--- src/rtl/conv_window_mac_pkg.sv ---
`default_nettype none
// ============================================================================
//  Module   : conv_window_mac_pkg
//  Purpose  : Shared constants, FSM state encoding and byte-select helpers
//             for the 2x2-over-4x4 valid-mode convolution engine.
//  Contents : KDIM, IDIM, ACC_W, N_OUT, LAST_K, state_e,
//             pix_sel(), wgt_sel(), k_row(), k_col()
//  Revision : 1.0  initial release
// ============================================================================
package conv_window_mac_pkg;

  localparam int KDIM  = 2;   // kernel side, fixed by the datapath
  localparam int IDIM  = 4;   // image side, fixed by the datapath
  localparam int ACC_W = 18;  // 4*255*255 = 260100 fits without wrap
  localparam int N_OUT = (IDIM - KDIM + 1) * (IDIM - KDIM + 1);

  localparam logic [3:0] LAST_K = 4'(N_OUT - 1);

  typedef enum logic [1:0] {
    ST_IDLE = 2'd0,
    ST_MAC  = 2'd1,
    ST_HOLD = 2'd2
  } state_e;

  // p(r,c) sits at byte 4r+c; with IDIM=4 that byte index is just {r,c}.
  function automatic logic [7:0] pix_sel(input logic [127:0] img,
                                         input logic [1:0]   r,
                                         input logic [1:0]   c);
    return img[{r, c, 3'b000} +: 8];
  endfunction

  // w(i,j) sits at byte 2i+j, i.e. {i,j}.
  function automatic logic [7:0] wgt_sel(input logic [31:0] w,
                                         input logic        i,
                                         input logic        j);
    return w[{i, j, 3'b000} +: 8];
  endfunction

  // Output index k = 3r+c split back into window origin (r,c).
  function automatic logic [1:0] k_row(input logic [3:0] k);
    if (k < 4'd3)      return 2'd0;
    else if (k < 4'd6) return 2'd1;
    else               return 2'd2;
  endfunction

  function automatic logic [1:0] k_col(input logic [3:0] k);
    case (k)
      4'd0, 4'd3, 4'd6: return 2'd0;
      4'd1, 4'd4, 4'd7: return 2'd1;
      default:          return 2'd2;
    endcase
  endfunction

endpackage
`default_nettype wire

--- src/rtl/conv_mac.sv ---
`default_nettype none
// ============================================================================
//  Module   : conv_mac
//  Purpose  : 8x8 unsigned multiply feeding an 18-bit accumulator.
//  Ports    : clk, rst   - clock, synchronous active-high reset
//             clr_i      - zero the accumulator (wins over en_i)
//             en_i       - accumulate a_i*b_i this edge
//             a_i, b_i   - unsigned 8-bit operands
//             sum_o      - acc + a_i*b_i (combinational, pre-register)
//  Revision : 1.0  initial release
// ============================================================================
module conv_mac
  import conv_window_mac_pkg::*;
(
  input  logic             clk,
  input  logic             rst,
  input  logic             clr_i,
  input  logic             en_i,
  input  logic [7:0]       a_i,
  input  logic [7:0]       b_i,
  output logic [ACC_W-1:0] sum_o
);

  logic [ACC_W-1:0] acc_q;
  logic [15:0]      prod;

  assign prod  = 16'(a_i) * 16'(b_i);
  // Exposing the pre-register sum lets the owner capture the final tap's
  // result on the same edge the last product is accumulated.
  assign sum_o = acc_q + ACC_W'(prod);

  always_ff @(posedge clk) begin
    if (rst || clr_i) begin
      acc_q <= '0;
    end else if (en_i) begin
      acc_q <= sum_o;
    end
  end

endmodule
`default_nettype wire

--- src/rtl/conv_window_mac.sv ---
`default_nettype none
// ============================================================================
//  Module   : conv_window_mac
//  Purpose  : Sequential 2x2 valid-mode convolution over a 4x4 byte image,
//             one shared MAC, one tap per cycle, nine 18-bit results
//             presented on a valid/ready port.
//  Ports    : clk, rst            - clock, synchronous active-high reset
//             start               - run request, honoured only when idle
//             weights[31:0]       - kernel, w(i,j) at byte 2i+j
//             data[127:0]         - image,  p(r,c) at byte 4r+c
//             busy                - run in progress
//             out_valid/out_ready - result handshake
//             out_data[17:0]      - result y(r,c)
//             out_index[3:0]      - k = 3r+c of the presented result
//             done                - one-cycle pulse after last transfer
//  Revision : 1.0  initial release
// ============================================================================
module conv_window_mac
  import conv_window_mac_pkg::*;
(
  input  logic             clk,
  input  logic             rst,
  input  logic             start,
  input  logic [31:0]      weights,
  input  logic [127:0]     data,
  output logic             busy,
  output logic             out_valid,
  input  logic             out_ready,
  output logic [ACC_W-1:0] out_data,
  output logic [3:0]       out_index,
  output logic             done
);

  state_e state_q, state_d;

  logic [31:0]      wgt_q;
  logic [127:0]     img_q;
  logic [3:0]       k_q;
  logic [1:0]       tap_q;
  logic             busy_q;
  logic             valid_q;
  logic             done_q;
  logic [ACC_W-1:0] res_q;

  // FSM control strobes
  logic snap;
  logic mac_clr;
  logic mac_en;
  logic load_out;
  logic xfer;

  // Tap addressing: window origin plus tap offset (i = tap[1], j = tap[0]).
  logic [1:0]       pix_r;
  logic [1:0]       pix_c;
  logic [7:0]       op_w;
  logic [7:0]       op_p;
  logic [ACC_W-1:0] mac_sum;

  assign pix_r = k_row(k_q) + {1'b0, tap_q[1]};
  assign pix_c = k_col(k_q) + {1'b0, tap_q[0]};
  assign op_w  = wgt_sel(wgt_q, tap_q[1], tap_q[0]);
  assign op_p  = pix_sel(img_q, pix_r, pix_c);

  conv_mac u_mac (
    .clk   (clk),
    .rst   (rst),
    .clr_i (mac_clr),
    .en_i  (mac_en),
    .a_i   (op_w),
    .b_i   (op_p),
    .sum_o (mac_sum)
  );

  always_ff @(posedge clk) begin
    if (rst) state_q <= ST_IDLE;
    else     state_q <= state_d;
  end

  always_comb begin
    state_d  = state_q;
    snap     = 1'b0;
    mac_clr  = 1'b0;
    mac_en   = 1'b0;
    load_out = 1'b0;
    xfer     = 1'b0;
    case (state_q)
      ST_IDLE: begin
        if (start) begin
          snap    = 1'b1;
          mac_clr = 1'b1;
          state_d = ST_MAC;
        end
      end
      ST_MAC: begin
        mac_en = 1'b1;
        if (tap_q == 2'd3) begin
          load_out = 1'b1;
          state_d  = ST_HOLD;
        end
      end
      ST_HOLD: begin
        // out_valid is always high in HOLD, so ready alone completes it.
        if (out_ready) begin
          xfer    = 1'b1;
          mac_clr = 1'b1;
          state_d = (k_q == LAST_K) ? ST_IDLE : ST_MAC;
        end
      end
      default: state_d = ST_IDLE;
    endcase
  end

  always_ff @(posedge clk) begin
    if (rst) begin
      wgt_q   <= '0;
      img_q   <= '0;
      k_q     <= '0;
      tap_q   <= '0;
      busy_q  <= 1'b0;
      valid_q <= 1'b0;
      done_q  <= 1'b0;
      res_q   <= '0;
    end else begin
      done_q <= 1'b0;
      if (snap) begin
        wgt_q  <= weights;
        img_q  <= data;
        k_q    <= '0;
        tap_q  <= '0;
        busy_q <= 1'b1;
      end
      if (mac_en) begin
        tap_q <= tap_q + 2'd1;
      end
      if (load_out) begin
        res_q   <= mac_sum;
        valid_q <= 1'b1;
      end
      if (xfer) begin
        valid_q <= 1'b0;
        tap_q   <= '0;
        if (k_q == LAST_K) begin
          busy_q <= 1'b0;
          done_q <= 1'b1;
        end else begin
          k_q <= k_q + 4'd1;
        end
      end
    end
  end

  assign busy      = busy_q;
  assign out_valid = valid_q;
  assign out_data  = res_q;
  assign out_index = k_q;
  assign done      = done_q;

endmodule
`default_nettype wire
--- config.mk ---
export PLATFORM = sky130hd
export DESIGN_NAME = conv_window_mac
export DESIGN_NICKNAME = d
export VERILOG_FILES = /design/src/rtl/conv_window_mac_pkg.sv /design/src/rtl/conv_mac.sv /design/src/rtl/conv_window_mac.sv
export SDC_FILE = /design/constraint.sdc
export NUM_CORES = 1
export LEC_CHECK = 0
export ABC_AREA = 1
export BUFFER_PORTS_ARGS = -buffer_cell sky130_fd_sc_hd__buf_2
export CAP_MARGIN = 20
export CORE_MARGIN = 8
export CORE_UTILIZATION = 25
export CTS_CLUSTER_DIAMETER = 40
export DETAILED_ROUTE_END_ITERATION = 7
export PLACE_DENSITY_LB_ADDON = 0.25
export SLEW_MARGIN = 20
export SYNTH_ARGS = -nofsm -noshare
export SYNTH_HDL_FRONTEND = slang
export SYNTH_SLANG_ARGS = --single-unit
--- constraint.sdc ---
create_clock -name clk -period 6.1 [get_ports clk]
set_clock_uncertainty 0.15 [all_clocks]
set_input_delay 0.61 -clock clk [delete_from_list [all_inputs] [get_ports clk]]
set_output_delay 0.61 -clock clk [all_outputs]
set_load 0.1 [all_outputs]
# Word level (Yosys, flattened, before mapping)
# Index checks and enable logic that the tools add are counted.
[totals] out_inout_bits=25 word_cells=67 register_bits=207
[classes] order_cmp=2 n_addsub=5 n_eq_ne=12 n_reduce_logical=9 n_shift=2 bitwise_logic=1 n_mul=1 n_mux=25
[ops] operator="$shiftx 128x8->8" n=1
[ops] operator="$shiftx 32x6->8" n=1
[ops] operator="$add 18x16->18" n=1
[ops] operator="$mul 8x8->16" n=1
[ops] operator="$mux 2" n=7
[ops] operator="$eq 4x3->1 const B" n=3
[ops] operator="$mux 1" n=12
[ops] operator="$mux 4" n=3
[ops] operator="$ne 2x2->1 const B" n=3
[ops] operator="$pmux 2 s3" n=1
[ops] operator="$reduce_or 3->1" n=2
[ops] operator="$add 2x1->2" n=2
[ops] operator="$add 4x1->4 const B" n=1
[ops] operator="$eq 2x2->1 const B" n=2
[ops] operator="$eq 4x1->1 const B" n=1
[ops] operator="$eq 4x2->1 const B" n=1
[ops] operator="$eq 4x4->1 const B" n=1
[ops] operator="$logic_not 4->1" n=1
[ops] operator="$lt 4x2->1 const B" n=1
[ops] operator="$lt 4x3->1 const B" n=1
[ops] operator="$pmux 2 s2" n=1
[ops] operator="$reduce_or 2->1" n=2
[ops] operator="$reduce_and 3->1" n=1
[ops] operator="$add 2x1->2 const B" n=1
[ops] operator="6 further kinds" n=6

# Logic depth before layout (Yosys ltp)
# Gate-level depths: netlist of run 1.
[depth] depth_word=7 mapped_depth=35 depth_no_buf=33

# By module
# A second synthesis of run 1 with hierarchy kept.
[unflattened] cells_unflattened=1755 hier_area_um2=12041.5
[by_module_without_submodules] module="conv_window_mac" area_each_um2=8406.8 n_inst=1 cells_each=1216
[by_module_without_submodules] module="conv_mac" area_each_um2=3634.7 n_inst=1 cells_each=539

# Least setup slack after synthesis of run 1
# No wires, ideal clock.
[synth_path] path_kind="flip-flop to flip-flop" start="reg k_q[1] (netlist: out_index[1])" end="reg u_mac.acc_q[14]" stages_incl_launch_ff=30 arrival_time_ns=6.032 path_buffers=2 t_required_ns=5.841 slack_ns=-0.191 setup_ns=0.109 path_cell_list="dfxtp_1 > inv_1 > o21ai_2 > nor2_1 > ha_1 > clkbuf_1 > inv_1 > buf_2 > nand3_1 > nand3_1 > nand2_2 > nor2_1 > fa_1 > inv_1 > fa_1 > inv_1 > fa_1 > inv_1 > fa_1 > inv_1 > ha_1 > a21oi_1 > nor2_1 > nor2_1 > nand2_1 > a21oi_1 > or2_2 > nand3_1 > nand2_1 > inv_1"
[synth_via] elab_chain_len=7
[synth_lines] element="start: declaration" line_no="conv_window_mac.sv:38" text="logic [3:0] k_q;"
[synth_lines] element="start signal: assignment" line_no="conv_window_mac.sv:146" text="k_q <= k_q + 4'd1;"
[synth_lines] element="$lt 4x3->1 (tied with other cells)" line_no="conv_window_mac_pkg.sv:42" text="else if (k < 4'd6) return 2'd1;"
[synth_lines] element="$mux 2 / $reduce_or 3->1 (equally long branches)" line_no="conv_window_mac_pkg.sv:42, conv_window_mac_pkg.sv:47"
[synth_lines] element="$mux 2 / $pmux 2 s2 (equally long branches)" line_no="conv_window_mac_pkg.sv:41, conv_window_mac_pkg.sv:47"
[synth_lines] element="$add 2x1->2, on equally long branches" line_no="conv_window_mac.sv:59, conv_window_mac.sv:60"
[synth_lines] element="$shiftx 128x8->8 (*)" line_no="conv_window_mac_pkg.sv:29" text="return img[{r, c, 3'b000} +: 8];"
[synth_lines] element="$mul 8x8->16 (*)" line_no="conv_mac.sv:27" text="assign prod = 16'(a_i) * 16'(b_i);"
[synth_lines] element="$add 18x16->18 (*)" line_no="conv_mac.sv:30" text="assign sum_o = acc_q + ACC_W'(prod);"
[synth_lines] element="end signal: assignment" line_no="conv_mac.sv:36" text="acc_q <= sum_o;"
[synth_lines] element="end: declaration" line_no="conv_mac.sv:24" text="logic [ACC_W-1:0] acc_q;"
# Mark *: on every way between the ends. The rest lies on a longest branch, timed or not.
# A chain may end at the register's enable or synchronous reset.

# Worst setup path after layout of run 1
[layout_path] start="reg k_q[0] (netlist: out_index[0])" end="reg u_mac.acc_q[16]"
# Same word-level chain as after synthesis.

==> results.py, run 1 <==
metrics = {
    "critical_path": {
        "crit_slowest_cell": "fa_2",
        "path_buf_inv": 6,
        "cp_slowest_stage_delay_ns": 0.57,
        "worstPathRequired_ns": 6.37,
        "worstSetupPathType": "flop to flop",
        "r2r_slack_ns": 0.31,
        "cp.arrival_ns": 6.06,
        "startpoint_type": "flop",
        "path_common_cell": "inv_1",
        "cp_max_fo": 24,
        "critPathTopFamily": "adder cells",
        "endpoint_kind": "flop",
    },
    "synth": {
        "synth_edf_count": 0,
        "netlist_area_mm2": 0.0117,
        "postSynthCellCount": 1631,
        "synth-async-reset-ratio": 0,
        "seq_area_frac_synth": 0.354,
        "synth_seq_cells": 207,
        "yosys_warnings": 0,
        "ys_types": 34,
        "syn_avg_cell_area_um2": 7.18,
        "synth_top_flop_cell": "dfxtp_1",
        "post-synth-top-area-fraction": 0.354,
        "synth_top_area_cell": "dfxtp_1",
        "synth_area_leaders": "dfxtp_1 (35%), nor2_1 (12%), nand3_1 (8.8%)",
        "synth_nets": 1891,
    },
    "sta": {
        "slew_headroom": 0.289,
        "hold_violations": 0,
        "fmax_ghz": 0.173,
        "layout_min_cycle_time_ns": 5.79,
        "period_share": 0.948,
        "finalMaxSlewViolations": 0,
        "grt_setup_unrepaired": "true",
        "setup_violations": 0,
        "tightest_slew_ns": 1.07,
    },
    "run": {
        "max_cap_violations": 0,
    },
    "floorplan": {
        "start_util": 0.253,
        "dieArea_mm2": 0.0540,
        "die_h_um": 232,
        "coreArea_mm2": 0.0464,
        "num_rows": 79,
        "io_pins": 189,
        "die_w_um": 232,
    },
    "finish": {
        "area_growth_pct": 28.9,
        "multiInputGateArea_mm2": 0.00675,
        "layout_commonest_cell": "nor2_1",
        "final_nets": 2062,
        "diodes": 0,
        "layout.area.seq_mm2": 0.00415,
        "utilization": 0.326,
        "stdcell_area_mm2": 0.0151,
        "fillers": 4956,
        "layout_common_cells": "nor2_1 (379), dfxtp_1 (203), nand3_1 (201)",
        "drive_above_1_share": 0.208,
    },
    "route": {
        "vias_per_cell": 4.48,
        "drt_iter0_markers": 693,
        "dr.pass1.iters": 5,
        "wl_per_cell_um": 15.9,
        "drt_wl_total_um": 38900,
        "routed-via-count": 10900,
        "drtAntennaViolNets": 0,
        "drc_errors": 0,
    },
    "pwr": {
        "p_leak_nw": 6.98,
        "switchingPower_w": 0.00169,
        "power_frac_seq": 0.296,
        "power_density_mw_per_mm2": 348,
        "internal_power_w": 0.00357,
        "comb_power_share": 0.241,
        "peakVddDrop_v": 0.000214,
        "swShare": 0.322,
        "clkPwrFrac": 0.463,
    },
    "clock_tree": {
        "h-tree-depth": 2,
        "numCtsBuffers": 40,
        "cts_hold_buffers": 0,
        "clock_sink_count": 207,
        "cts.clk_slew.worst_paths_ns": 0.05,
        "tritoncts": "done",
        "clockBufferDepth": 3,
        "ctsRootBufferMaster": "clkbuf_16",
        "clk_latency_ns": 0.55,
    },
    "placement": {
        "dp_hpwl_um": 29000,
        "gp_congestion": 0.881,
        "postPlaceCellArea_mm2": 0.0132,
        "io_buffers": 188,
    },
    "global_route": {
        "grt_max_degree": 135,
        "grt_overflow": 0,
        "grt_pass1_vias": 11200,
        "antenna_found_initial": 0,
        "grt_pass1_wl_um": 61700,
        "grt_use_total": 0.142,
    },
    "worst_hold_path": {
        "min_path_type": "primary input to flop",
    },
    "status": {
        "outcome": "finished, final reports clean",
    },
}
metrics by stage:
stage / setup WS [ns] / TNS [ns] / power (W) / instances / hold slack (ns)
after global placement: 0.185 / 0 / 0.00277 / 2357 / 0.294
after CTS: 0.110 / 0 / 0.00525 / 2431 / 0.138
after detailed placement: 0.118 / 0 / 0.00277 / 2357 / 0.301
final: 0.314 / 0 / 0.00526 / 2441 / 0.160
after floorplan: 0.192 / 0 / 0.00241 / 1631 / 0.280
after global routing: -0.0149 / -0.0348 / 0.00560 / 2441 / 0.173
layer usage:
metal	part of all wire	wire, um	GRT usage	up-vias
met5	0	0	0	-
li1	-	-	-	5584
met2	0.45	17300	0.225	271
met4	0.024	937	0.0430	0
met3	0.043	1660	0.0240	56
met1	0.49	19000	0.195	5014
cell type report:
| type | count | share of cell area |
|---|---|---|
| clock buffers | 45 | 0.0702 |
| flip-flops and latches | 207 | 0.275 |
| well taps | 607 | 0.0503 |
| multi-input cells | 1167 | 0.447 |
| clock inverters | 29 | 0.0302 |
| inverters | 163 | 0.0409 |
| repair buffers | 223 | 0.0864 |
worst register-to-register path, delay by kind of cell (launching register included):
kind | cells | cell delay [ns]
buf+inv | 6 | 0.47
flops | 1 | 0.38
fa+ha+maj | 6 | 2.69
simple gates | 16 | 1.53
compound gates | 3 | 0.49
flip-flops by register name, indices dropped and copies added (netlist names):
| name | flops |
|---|---|
| wgt_q | 32 |
| img_q | 128 |
| state_q | 2 |
| busy | 1 |
| out_valid | 1 |
| out_index | 4 |
| tap_q | 2 |
| u_mac.acc_q | 18 |
| out_data | 18 |
| done | 1 |
cell usage after synthesis (20+ instances only):
library cell / n
inv_1: 158
clkbuf_1: 68
ha_1: 46
or2_2: 25
buf_2: 20
nor2_1: 382
o21ai_0: 177
nand2_1: 156
nand3_1: 206
fa_1: 50
dfxtp_1: 207
a21oi_1: 52
cells by family (layout without fill, tap and decap cells):
kind of cell             after synthesis  in the layout  synth area share
AND/OR/NAND/NOR                      800            800             0.297
AO/OA/AOI/OAI                        261            261             0.119
buffers and inverters                257            460            0.0874
flip-flops                           207            207             0.354
adder cells (fa/ha/maj)               96             96             0.135
XOR/XNOR                              10             10           0.00812
path summary, 6_finish.rpt:
path,start,endpoint,cells after the start
worst min register to register,wgt_q[22],wgt_q[22],2
worst min-delay path,data[74],img_q[74],3
worst max register to register,out_index[0],u_mac.acc_q[16],31
worst max-delay path,out_index[0],u_mac.acc_q[16],31
power by group through the flow:
stage	sequential [W]	combinational, W	clock [W]
after floorplan	0.00156	0.000844	0
final	0.00156	0.00127	0.00243
after CTS	0.00156	0.00120	0.00249
after global placement	0.00158	0.00118	0
after global routing	0.00157	0.00146	0.00256
after detailed placement	0.00159	0.00119	0
timing repair:
item / CTS / global route
gates resized for setup: 0 / 40
setup endpoints to repair: 0 / 20
setup buffers: 0 / 8
(Power assumes the default switching activity.)
==> inputs of run 2 (changes only) <==
- CORE_ASPECT_RATIO: not set -> 0.8
==> run 2 against run 1 <==
- via count rose by 4.1%
- sequential cell count stayed put
- non-clock buffer count grew 23
- first-iteration DRC count grew 18%
- clock-buffer cell count decreased by 1
- global-route usage is 0.66 points higher
- utilization increased by 0.46 points
- sequential share of layout area shrank 0.53 points
- cell area is 2.0% higher
==> results.py, run 2 (synthesis results as in run 1) <==
metrics = {
    "sta": {
        "layout_min_cycle_time_ns": 5.81,
        "final.setup.tns_ns": 0,
        "hold_violations": 0,
        "grt_setup_unrepaired": "true",
        "fmax_ghz": 0.172,
        "period_share": 0.952,
        "slew_headroom": 0.298,
        "finalMaxSlewViolations": 0,
        "tightest_slew_ns": 1.05,
        "setup_violations": 0,
    },
    "route": {
        "drt_wl_total_um": 42400,
        "routed-via-count": 11400,
        "wl_per_cell_um": 17.1,
        "vias_per_cell": 4.60,
        "drc_errors": 0,
        "dr.pass1.iters": 5,
        "drt_iter0_markers": 819,
        "drtAntennaViolNets": 0,
    },
    "clock_tree": {
        "tritoncts": "done",
        "cts_hold_buffers": 0,
        "ctsRootBufferMaster": "clkbuf_16",
        "clock_sink_count": 207,
        "clockBufferDepth": 3,
        "h-tree-depth": 2,
        "cts.clk_slew.worst_paths_ns": 0.06,
        "numCtsBuffers": 38,
        "clk_latency_ns": 0.53,
    },
    "finish": {
        "final_nets": 2083,
        "regMostFlops": "img_q",
        "utilization": 0.330,
        "area_growth_pct": 31.5,
        "stdcell_area_mm2": 0.0154,
        "drive_above_1_share": 0.228,
        "layout_common_cells": "nor2_1 (374), dfxtp_1 (203), buf_2 (188)",
        "layout_commonest_cell": "nor2_1",
        "largest_reg_flops": 128,
        "top_regs": "img_q: 128 flops, wgt_q: 32 flops",
        "diodes": 0,
    },
    "critical_path": {
        "worstSetupPathType": "flop to flop",
        "cp_slowest_stage_delay_ns": 0.55,
        "worstPathRequired_ns": 6.42,
        "cp.arrival_ns": 6.13,
        "startpoint_type": "flop",
        "cp_max_fo": 20,
        "endpoint_kind": "flop",
        "r2r_slack_ns": 0.29,
        "crit_slowest_cell": "fa_1",
        "startpoint": "out_index[0]",
        "regToRegStartpoint": "out_index[0]",
    },
    "global_route": {
        "grt_overflow": 0,
        "grt_use_total": 0.148,
        "grt_pass1_wl_um": 64700,
        "grt_max_degree": 123,
        "antenna_found_initial": 0,
        "grt_pass1_vias": 11500,
    },
    "placement": {
        "io_buffers": 188,
        "dp_hpwl_um": 31300,
        "postPlaceCellArea_mm2": 0.0134,
        "gp_congestion": 0.850,
    },
    "floorplan": {
        "coreArea_mm2": 0.0466,
        "die_h_um": 210,
        "die_w_um": 258,
        "dieArea_mm2": 0.0541,
        "num_rows": 71,
        "io_pins": 189,
        "start_util": 0.251,
    },
    "pwr": {
        "p_leak_nw": 7.12,
        "peakVddDrop_v": 0.000158,
        "power_density_mw_per_mm2": 333,
        "total_power_w": 0.00514,
    },
    "worst_hold_path": {
        "min-delay-start": "data[22]",
        "min_path_type": "primary input to flop",
    },
    "status": {
        "outcome": "finished, final reports clean",
    },
    "run": {
        "max_cap_violations": 0,
    },
}
==> run 2: cell count changes in the layout (fill, tap and decap cells not counted), sizes merged <==
| cell | delta |
|---|---|
| buf | +16 |
| clkinv | -4 |
| clkinvlp | -2 |
| inv | +8 |
| bufinv | -5 |
| clkbuf | +6 |
==> run 2: worst max-delay path, delay by kind of cell, from the launching register on <==
family / cells / cell delay, ns
adder cells (fa/ha/maj): 6 / 2.65
AND/OR/NAND/NOR: 11 / 1.55
buffers and inverters: 5 / 0.59
AO/OA/AOI/OAI: 3 / 0.43
flip-flops: 1 / 0.36
==> run 2: repair_timing <==
item                                    4_1_cts  5_1_grt
buffers inserted                              0        5
gates resized for setup                       0       76
endpoints found under the setup margin        0       20
==> run 2: cell type report <==
type / instances / area (um^2)
fill: 5045 / 31200
inverter: 163 / 622
multi-input combinational: 1167 / 6920
sequential: 207 / 4150
clock inverter: 26 / 289
clock buffer: 44 / 1000
timing repair buffer: 246 / 1630
tap: 620 / 776
==> run 2: worst paths after layout <==
path                       end  cells after the start
hold reg to reg      wgt_q[22]                      2
hold / removal       img_q[22]                      3
setup reg to reg  out_data[11]                     25
setup / recovery  out_data[11]                     25
==> run 2: stage by stage <==
stage	setup slack [ns]	instances	hold WS, ns
finish	0.290	2473	0.182
global placement	0.155	2387	0.300
detailed placement	0.127	2387	0.305
CTS	0.0969	2457	0.165
global route	-0.0191	2473	0.186
floorplan	0.192	1631	0.280
==> run 2: metal layers <==
metal,up-vias,global-route usage,share of wire
met2,298,0.231,0.43
met1,5364,0.205,0.48
li1,5649,-,-
met5,-,0,0
met4,0,0.0349,0.020
met3,61,0.0358,0.070
==> run 2: power breakdown <==
group          switching (W)  internal (W)  total [W]
registers          0.0000803       0.00148    0.00156
logic               0.000884      0.000550    0.00143
clock network       0.000795       0.00134    0.00214
total                0.00176       0.00338    0.00514
==> inputs of run 3 (changes only) <==
- SYNTH_HIERARCHICAL: not set -> 1
==> run 3 against run 2 <==
- sequential share of layout area shrank 0.44 points
- register-to-register slack is essentially flat
- sequential cell count is the same
- total power grew 4.1%
- die area grew 2.6%
- area after synthesis grew 2.8%
- combinational power grew 4%
- cell area grew 1.6%
- worst setup slack gained 0.013 ns
- maximum frequency grew 0.22%
- via count grew 2.5%
- critical endpoint is now out_data[10]
- largest power group unchanged
- highest routed layer is now met5
==> results.py, run 3 <==
metrics = {
    "status": {
        "outcome": "finished, final reports clean",
    },
    "critical_path": {
        "ff2ff_path_depth": 28,
        "path_common_cell": "inv_1",
        "worstSetupPathType": "flop to flop",
        "endpoint_kind": "flop",
        "cp.arrival_ns": 6.12,
        "startpoint_type": "flop",
        "worstPathRequired_ns": 6.42,
        "crit_slowest_cell": "fa_1",
        "cp_max_fo": 12,
        "cp_slowest_stage_delay_ns": 0.55,
    },
    "clock_tree": {
        "tritoncts": "done",
        "clockBufferDepth": 3,
        "ctsRootBufferMaster": "clkbuf_16",
        "numCtsBuffers": 41,
        "h-tree-depth": 2,
        "cts.clk_slew.worst_paths_ns": 0.05,
        "clock_sink_count": 207,
        "clk_latency_ns": 0.55,
    },
    "pwr": {
        "peakVddDrop_v": 0.000195,
        "switchingPower_w": 0.00175,
        "power_frac_seq": 0.280,
        "p_leak_nw": 7.82,
        "clkPwrFrac": 0.440,
        "power_density_mw_per_mm2": 342,
        "swShare": 0.327,
        "internal_power_w": 0.00360,
        "comb_power_share": 0.279,
    },
    "synth": {
        "seq_area_frac_synth": 0.344,
        "synth_edf_count": 0,
        "muxShareOfSynthArea": 0,
        "netlist_area_mm2": 0.0120,
        "syn_avg_cell_area_um2": 6.86,
        "synth-simple-area-share": 0.243,
        "yosysMostFrequentCell": "nand2_1",
        "post-synth-top-area-fraction": 0.344,
        "synthAdderAreaFrac": 0.131,
        "synth-async-reset-ratio": 0,
        "synth_compound_area_frac": 0.143,
        "yosys_warnings": 6,
        "synth_top_area_cell": "dfxtp_1",
        "synth_area_leaders": "dfxtp_1 (34%), nand2_1 (8.9%), inv_1 (8.9%)",
        "synth_commonest_cells": "nand2_1 (287), inv_1 (286), nor2_1 (241)",
        "synthXorXnorAreaFrac": 0.00790,
        "ys_types": 33,
        "synth_seq_cells": 207,
        "synth_top_family_by_area": "simple AND/OR/NAND/NOR gates",
        "synth_top_flop_cell": "dfxtp_1",
        "synth_nets": 2015,
        "postSynthCellCount": 1755,
    },
    "sta": {
        "finalMaxSlewViolations": 0,
        "tightest_slew_ns": 0.987,
        "fin_ws_ns": 0.303,
        "whs_ns": 0.170,
        "fmax_ghz": 0.173,
        "setup_violations": 0,
        "slew_headroom": 0.340,
        "period_share": 0.950,
        "hold_violations": 0,
        "final.setup.tns_ns": 0,
        "layout_min_cycle_time_ns": 5.80,
    },
    "route": {
        "dr.pass1.iters": 5,
        "routed-via-count": 11700,
        "wl_per_cell_um": 16.4,
        "drtAntennaViolNets": 0,
        "drt_iter0_markers": 854,
        "vias_per_cell": 4.50,
        "drt_wl_total_um": 42500,
        "drc_errors": 0,
    },
    "run": {
        "max_cap_violations": 0,
    },
    "worst_hold_path": {
        "whs_path_depth": 3,
        "min_path_type": "primary input to flop",
    },
    "global_route": {
        "grt_pass1_wl_um": 65000,
        "grt_pass1_vias": 11800,
        "grt_use_total": 0.148,
        "grt_max_degree": 204,
        "grt_overflow": 0,
        "antenna_found_initial": 3,
    },
    "floorplan": {
        "die_h_um": 212,
        "num_rows": 72,
        "dieArea_mm2": 0.0555,
        "coreArea_mm2": 0.0479,
        "io_pins": 189,
        "die_w_um": 261,
        "start_util": 0.251,
    },
    "finish": {
        "area_growth_pct": 29.9,
        "fillers": 5261,
        "regMostFlops": "img_q",
        "drive_above_1_share": 0.200,
        "largest_reg_flops": 128,
        "top_regs": "img_q: 128 flops, wgt_q: 32 flops",
        "stdcell_area_mm2": 0.0156,
        "layout_common_cells": "inv_1 (285), nand2_1 (275), nor2_1 (236)",
        "final_nets": 2193,
        "layout_commonest_cell": "inv_1",
    },
    "placement": {
        "postPlaceCellArea_mm2": 0.0137,
        "post-place-ws_ns": 0.0779,
        "dp_hpwl_um": 30800,
        "gp_congestion": 0.844,
        "io_buffers": 188,
    },
}
-- run 3: repair_timing --
item,in CTS,in global routing
setup buffers,0,8
resized for setup,0,62
setup endpoints to repair,0,23
hold buffers,0,0
-- run 3: final timing paths --
kind / from / slack (ns) / to
hold / removal: weights[3] / 0.17 / wgt_q[3]
hold reg to reg: img_q[13] / 0.30 / img_q[13]
setup / recovery: out_index[0] / 0.30 / out_data[10]
setup reg to reg: out_index[0] / 0.30 / out_data[10]
-- run 3: cell type report --
class                      instances  area (um^2)  area share
clock buffer                      47         1090      0.0696
clock inverter                    26          347      0.0221
sequential                       207         4150       0.265
multi-input combinational       1148         6640       0.424
antenna                            1         2.50    0.000160
tap                              629          787      0.0503
timing repair buffer             245         1540      0.0986
inverter                         290         1090      0.0697
-- run 3: layer usage --
metal,global-route usage,wire length (um),vias to the layer above
li1,-,-,5854
met1,0.209,21000,5445
met2,0.223,17800,301
met3,0.0317,2810,54
met4,0.0456,852,2
met5,0,12,-
-- run 3: power by group through the flow --
stage               sequential, W  combinational, W  clock [W]
floorplan                 0.00152          0.000890          0
global placement          0.00152           0.00138          0
detailed placement        0.00153           0.00137          0
CTS                       0.00150           0.00139    0.00241
global route              0.00151           0.00171    0.00247
finish                    0.00150           0.00149    0.00235
-- run 3: stage by stage --
stage	power, W	cells	util
floorplan	0.00241	1755	-
global placement	0.00290	2504	0.286
global route	0.00568	2593	0.326
detailed placement	0.00290	2504	0.286
CTS	0.00530	2577	0.316
finish	0.00535	2593	0.326
-- run 3: kinds of logic (layout without fill, tap and decap cells) --
logic type      count (synthesis)  in the layout
buf+inv                       400            608
other cells                     0              1
flops                         207            207
xor+xnor                       10             10
compound gates                339            339
simple gates                  703            703
fa+ha+maj                      96             96
-- run 3: worst max-delay path: cells and delay by family, from the launching register on --
family                     cells  cell delay (ns)
AOI/OAI and AO/OA              2             0.32
xor gates and xnor gates       1             0.20
adders and majority gates      6             2.63
buffers and inverters          7             0.62
DFF                            1             0.37
and+or+nand+nor               12             1.42
